**src/rtl/ro_meas_pkg.sv**
```systemverilog
// Shared definitions for the ring-oscillator measurement stage: FSM states,
// default widths and the drain-length helper.
package ro_meas_pkg;

   typedef enum logic [1:0] {
      StIdle,
      StRun,
      StDrain,
      StDone
   } ro_state_e;

   localparam int unsigned DEF_CNT_W       = 16;
   localparam int unsigned DEF_WIN_W       = 16;
   localparam int unsigned DEF_SYNC_STAGES = 2;

   // Cycles beyond the synchronizer depth that the ring is given to fall low.
   localparam int unsigned DRAIN_EXTRA = 2;

   // DRAIN_CYCLES = SYNC_STAGES + 2: flushes the synchronizer and settles the ring.
   function automatic int unsigned drain_cycles(input int unsigned sync_stages);
      return sync_stages + DRAIN_EXTRA;
   endfunction

endpackage

```
**src/rtl/ro_sync.sv**
```systemverilog
// Multi-flop synchronizer for the free-running ring output followed by a
// rising-edge detector. STAGES must be at least 2.
module ro_sync
   import ro_meas_pkg::*;
#(
   parameter int unsigned STAGES = DEF_SYNC_STAGES
) (
   input  logic clk,
   input  logic rst,
   input  logic async_i,
   output logic rise_o
);

   logic [STAGES-1:0] sync_q;
   logic              prev_q;

   // Shift the asynchronous ring level in and keep the last synced level for edge detect.
   always_ff @(posedge clk or posedge rst) begin
      if (rst) begin
         sync_q <= '0;
         prev_q <= 1'b0;
      end else begin
         sync_q <= {sync_q[STAGES-2:0], async_i};
         prev_q <= sync_q[STAGES-1];
      end
   end

   assign rise_o = sync_q[STAGES-1] & ~prev_q;

endmodule

```
**src/rtl/ro_freq_counter.sv**
```systemverilog
// Gated ring-oscillator frequency counter. Closes a non-inverting delay chain
// into a ring, counts synchronized rising edges over a window of clk cycles and
// offers the count over a valid/ready handshake.
// Optional build macro RO_CNT_SAT_EN: edge counter saturates instead of wrapping.
module ro_freq_counter
   import ro_meas_pkg::*;
#(
   parameter int unsigned CNT_W       = DEF_CNT_W,
   parameter int unsigned WIN_W       = DEF_WIN_W,
   parameter int unsigned SYNC_STAGES = DEF_SYNC_STAGES
) (
   input  logic             clk,
   input  logic             rst,
   input  logic             start,
   input  logic [WIN_W-1:0] window,
   output logic             ro_drive,
   input  logic             ro_sense,
   output logic             busy,
   output logic [CNT_W-1:0] result,
   output logic             result_valid,
   input  logic             result_ready,
   output logic             overflow
);

   localparam int unsigned       DRAIN_CYCLES = drain_cycles(SYNC_STAGES);
   localparam int unsigned       DRAIN_W      = $clog2(DRAIN_CYCLES + 1);
   localparam logic [DRAIN_W-1:0] DRAIN_LOAD  = DRAIN_W'(DRAIN_CYCLES - 1);
   localparam logic [CNT_W-1:0]  CNT_MAX      = '1;

   ro_state_e          state_q, state_d;
   logic [WIN_W-1:0]   win_cnt_q, win_cnt_d;
   logic [DRAIN_W-1:0] drain_cnt_q, drain_cnt_d;
   logic [CNT_W-1:0]   count_q, count_d;
   logic               ovf_q, ovf_d;
   logic               ro_en_q;
   logic               valid_q;
   logic               edge_rise;

   // Ring closure: the chain is non-inverting, so the inversion lives here.
   (* keep = "true" *) logic ro_gate;
   assign ro_gate  = ro_en_q & ~ro_sense;
   assign ro_drive = ro_gate;

   ro_sync #(
      .STAGES (SYNC_STAGES)
   ) u_sync (
      .clk     (clk),
      .rst     (rst),
      .async_i (ro_sense),
      .rise_o  (edge_rise)
   );

   // Next-state logic: window countdown, edge counting, drain countdown, handshake.
   always_comb begin
      state_d     = state_q;
      win_cnt_d   = win_cnt_q;
      drain_cnt_d = drain_cnt_q;
      count_d     = count_q;
      ovf_d       = ovf_q;
      unique case (state_q)
         StIdle: begin
            if (start) begin
               count_d = '0;
               ovf_d   = 1'b0;
               if (window != '0) begin
                  win_cnt_d = window;
                  state_d   = StRun;
               end else begin
                  // Zero window: report an empty count without ever enabling the ring.
                  state_d = StDone;
               end
            end
         end
         StRun: begin
            win_cnt_d = win_cnt_q - WIN_W'(1);
            if (edge_rise) begin
               if (count_q == CNT_MAX) begin
                  ovf_d = 1'b1;
`ifdef RO_CNT_SAT_EN
                  count_d = count_q;
`else
                  count_d = '0;
`endif
               end else begin
                  count_d = count_q + CNT_W'(1);
               end
            end
            if (win_cnt_q == WIN_W'(1)) begin
               state_d     = StDrain;
               drain_cnt_d = DRAIN_LOAD;
            end
         end
         StDrain: begin
            drain_cnt_d = drain_cnt_q - DRAIN_W'(1);
            if (drain_cnt_q == '0) begin
               state_d = StDone;
            end
         end
         StDone: begin
            if (result_ready) begin
               state_d = StIdle;
            end
         end
         default: state_d = StIdle;
      endcase
   end

   // State and datapath registers; ring enable and valid are decoded from the next state.
   always_ff @(posedge clk or posedge rst) begin
      if (rst) begin
         state_q     <= StIdle;
         win_cnt_q   <= '0;
         drain_cnt_q <= '0;
         count_q     <= '0;
         ovf_q       <= 1'b0;
         ro_en_q     <= 1'b0;
         valid_q     <= 1'b0;
      end else begin
         state_q     <= state_d;
         win_cnt_q   <= win_cnt_d;
         drain_cnt_q <= drain_cnt_d;
         count_q     <= count_d;
         ovf_q       <= ovf_d;
         ro_en_q     <= (state_d == StRun);
         valid_q     <= (state_d == StDone);
      end
   end

   assign busy         = (state_q != StIdle);
   assign result       = count_q;
   assign result_valid = valid_q;
   assign overflow     = ovf_q;

endmodule

```
**config.mk**
```make
export PLATFORM = sky130hd
export DESIGN_NAME = ro_freq_counter
export DESIGN_NICKNAME = d
export VERILOG_FILES = /design/src/rtl/ro_meas_pkg.sv /design/src/rtl/ro_sync.sv /design/src/rtl/ro_freq_counter.sv
export SDC_FILE = /design/constraint.sdc
export NUM_CORES = 1
export LEC_CHECK = 0
export BUFFER_PORTS_ARGS = -buffer_cell sky130_fd_sc_hd__clkbuf_2
export CAP_MARGIN = 20
export CORE_MARGIN = 3
export CORE_UTILIZATION = 25
export DETAILED_ROUTE_END_ITERATION = 10
export GPL_TIMING_DRIVEN = 0
export PLACE_DENSITY_LB_ADDON = 0.25
export SYNTH_ARGS = -nofsm -noshare
export SYNTH_HDL_FRONTEND = slang
export SYNTH_SLANG_ARGS = --single-unit
```
**constraint.sdc**
```tcl
create_clock -name clk -period 2.45 [get_ports clk]
set_input_delay 0.1225 -clock clk [delete_from_list [all_inputs] [get_ports clk]]
set_output_delay 0.1225 -clock clk [all_outputs]
set_load 0.01 [all_outputs]
```
* Word-level counts from Yosys, hierarchy flattened *
Cells that the tools add are included.

word-level totals
  bits in registers = 43
  word-level logic and storage cells = 57
  memories kept = 0
  latch bits = 0
  output and inout bits = 20
  bits of input ports = 21
  memory bits (read-only) = 0
  RAM bits = 0

cells by class
  order comparisons = 0
  divide/modulo/power cells = 0
  bitwise operators = 4
  reduce and logical (&&, ||, !) cells = 10
  shifts and indexed selects = 0
  $add $sub $neg = 3
  mux-type cells = 19
  equal/unequal tests = 12
  multipliers = 0

operators by type and width
  cell                                                   number
  two-way mux 16 bit                                     5
  case mux 16 bit (2 select lines)                       2
  adder 16 x 1 -> 16 bit (second input constant)         1
  equality test 16 x 1 -> 1 bit (second input constant)  1
  equality test 16 bit (second input constant)           1
  nonzero test 16 bit                                    1
  subtractor 16 x 1 -> 16 bit (second input constant)    1
  two-way mux 2 bit                                      5
  != test 2 bit (second input constant)                  5
  case mux 2 bit (4 select lines)                        1
  equality test 2 bit (second input constant)            3
  case mux 3 bit (2 select lines)                        1
  AND reduction 3 bit                                    2
  nonzero test 2 bit                                     3
  equality test 2 x 1 -> 1 bit (second input constant)   2
  AND reduction 4 bit                                    1
  zero test 3 bit                                        1
  two-way mux 1 bit                                      3
  two-way mux 3 bit                                      1
  subtractor 3 x 1 -> 3 bit (second input constant)      1
  AND 1 bit                                              2
  zero test 2 bit                                        1
  NOT 1 bit                                              2
  case mux 1 bit (2 select lines)                        1
  AND reduction 2 bit                                    1

* Depth between registers and ports, before layout *
  depth in word-level cells = 5
  depth in mapped cells = 6
  mapped depth without buffers = 6

* Modules after synthesis *
From an unflattened synthesis, not the netlist that was laid out.

second synthesis, totals
  cell total of the unflattened synthesis = 251
  area, all modules = 2327.2 µm²

modules (own cells, without submodules)
  module           cells each  instances  area an instance (µm²)
  ro_freq_counter  246         1          2234.6
  ro_sync          5           1          92.6

* Worst setup path before layout *
Ideal clock, no wire load.

  path kind = reg-to-reg
  start point = reg win_cnt_q[0]
  end point = reg win_cnt_q[11]
  arrival time = 1613 ps
  slack = 716 ps
  library setup time = 122 ps
  buffers on the path = 1
  data required time = 2328 ps
  stages on the path, launching flop included = 5
  path through = dfrtp_1 > or4b_1 > clkbuf_2 > or3_1 > a32o_1

on the way
  word-level cells in the longest chain between the ends = 2

ends and longest elaborated chain
  element                           RTL line                source
  from (decl)                       ro_freq_counter.sv:31   logic [WIN_W-1:0] win_cnt_q, win_cnt_d;
  from (signal assigned)            ro_freq_counter.sv:120  win_cnt_q <= win_cnt_d;
  subtractor 16 x 1 -> 16 bit       ro_freq_counter.sv:75   win_cnt_d = win_cnt_q - WIN_W'(1);
  case mux 16 bit (2 select lines)  ro_freq_counter.sv:60   unique case (state_q)

Every way passes these cells.
A chain may end at the register's enable or synchronous reset.

* Worst setup path after layout *
  start point = reg win_cnt_q[6]
  end point = reg win_cnt_q[14]

The elaborated chain is that of the path after synthesis.

==> flow_metrics.py <==
metrics = {
    "status": {
        "status": "finished, final reports clean",
    },
    "worst_hold_path": {
        "hold_class": "input pin to register",
    },
    "timing": {
        "fin_skew_ns": 0.00540,
        "finalCritPeriodShare": 0.810,
        "fin_crit_ns": 1.98,
        "fin_tns_setup_ns": 0,
        "rsz0062_at_grt": "no",
        "slew_violations": 0,
        "max_freq_mhz": 504,
        "max-slew-margin-rel": 0.604,
        "setup_viol": 0,
        "hold_viol_final": 0,
        "worst_pin_slew_ns": 0.592,
    },
    "logic_synthesis": {
        "yosys_warnings": 0,
        "syn_inst": 260,
        "syn_nets": 286,
        "syn_area_um2": 2480,
        "synth.avg_cell_area_um2": 9.53,
    },
    "cts": {
        "clk_pin_slew_ns": 0.09,
        "tritoncts": "done",
        "numClockSinks": 43,
        "cts-buffers-inserted": 5,
        "clkLatencyLatePin_ns": 0.30,
        "post_cts_buffers": 0,
        "ctsResizeCount": 0,
        "h-tree-depth": 2,
        "root_buffer": "clkbuf_8",
        "clockBufferDepth": 2,
        "postCtsHoldBufs": 2,
    },
    "global_routing": {
        "busiest_layer": "met2",
        "use_met1": 0.168,
        "grt_pass1_vias": 2139,
        "grt_usage": 0.121,
        "met3_usage": 0.0196,
        "grt_max_degree": 26,
        "grt_antenna_before_repair": 0,
        "grt_use_met2": 0.192,
        "grt_overflow_total": 0,
        "grt_pass1_wl_um": 10900,
    },
    "routing": {
        "drt_wl_total_um": 6730,
        "drtAntennaViolNets": 0,
        "num_vias": 2231,
        "via_per_inst": 5.07,
        "drt-initial-drc-count": 96,
        "drt_first_pass_iters": 4,
        "routedWlPerCell_um": 15.3,
        "drc": 0,
    },
    "floorplan": {
        "die_x_um": 106,
        "coreArea_um2": 9420,
        "die-area_um2": 11100,
        "boundaryPins": 41,
        "rows": 35,
        "initial_core_util": 0.263,
        "die-height_um": 106,
    },
    "cells_and_area": {
        "layout_common_cells": "dfrtp_1, clkbuf_2, nand2_1, nor2_1, nand3_1",
        "final_nets": 336,
        "fill_cells": 1001,
        "syn2layout_area_growth_pct": 20.9,
        "antenna-diode-count": 0,
        "final_common_cell": "dfrtp_1",
        "drive_above_1_share": 0.232,
    },
    "critical_path": {
        "critPathCaptureType": "register",
        "cp-start-kind": "register",
        "cp_max_fo": 6,
        "slowest_delay_ns": 0.51,
        "crit_family": "simple AND/OR/NAND/NOR gates",
        "cp.arrival_ns": 2.18,
        "cpMaxStageDelayCell": "nor4_2",
        "crit_type": "register to register",
        "crit_buf_inv": 0,
        "required_ns": 2.65,
        "crit_path_cell_trace": "nor4_2 > nand4_1 > or3_1 > a31o_1",
        "reg2reg_slack_ns": 0.47,
    },
    "placed_design": {
        "gp_congestion": 0.807,
        "port_buffers": 40,
        "dp_hpwl_um": 4990,
    },
    "power_and_ir_drop": {
        "p_leak_nw": 1.26,
        "vdd_drop_max_mv": 0.282,
        "p_per_area_nw_per_um2": 908,
        "design_power_total_mw": 2.72,
    },
    "job": {
        "cap_violations": 0,
    },
}
## power by group
| group | internal, mW | total, mW | switching (mW) | leakage, nW |
|---|---|---|---|---|
| combinational | 0.409 | 0.901 | 0.493 | 0.681 |
| clock | 0.330 | 0.596 | 0.265 | 0.0612 |
| sequential | 0.929 | 1.23 | 0.296 | 0.518 |
## sequential cells by signal, indices dropped and copies added (netlist names)
| signal | flops |
|---|---|
| result | 16 |
| win_cnt_q | 16 |
| drain_cnt_q | 3 |
| state_q | 2 |
| u_sync.sync_q | 2 |
| overflow | 1 |
| result_valid | 1 |
| ro_en_q | 1 |
| u_sync.prev_q | 1 |
## cell type report
class                           count  area [um2]  share of cell area
Buffer                             11        62.6              0.0209
Clock buffer                        6        82.6              0.0275
Clock inverter                      2        35.0              0.0117
Inverter                           10        37.5              0.0125
Multi-Input combinational cell    196        1300               0.434
Sequential cell                    43        1080               0.359
Tap cell                          129         161              0.0538
Timing Repair Buffer               43         240              0.0801
## worst paths after layout
kind / end / from / depth (start not counted)
setup / recovery: win_cnt_q[14] / win_cnt_q[6] / 4
hold / removal: win_cnt_q[0] / window[0] / 2
setup reg to reg: win_cnt_q[14] / win_cnt_q[6] / 4
hold reg to reg: u_sync.sync_q[1] / u_sync.sync_q[0] / 0
max in group asynchronous: win_cnt_q[4] / rst / 4
min in group asynchronous: result[15] / rst / 3
## routing by layer
metal,share of wire,vias to the layer above,routed length [um]
met2,0.46,48,3090
met3,0.039,6,261
met5,0,-,0
li1,-,1095,-
met4,0.011,0,73
met1,0.49,1082,3300
## through the flow
step | util | std cells | cell area, um2 | worst slack, ns | hold WS [ns]
CTS | 0.318 | 440 | 3000 | 0.470 | 0.0795
detailed placement | 0.304 | 430 | 2860 | 0.452 | 0.146
finish | 0.318 | 440 | 3000 | 0.466 | 0.0888
global route | 0.318 | 440 | 3000 | 0.326 | 0.0862
global placement | 0.302 | 429 | 2840 | 0.382 | 0.252
floorplan | - | 260 | 2480 | 0.716 | 0.154
Power figures use the tool's default switching activity.
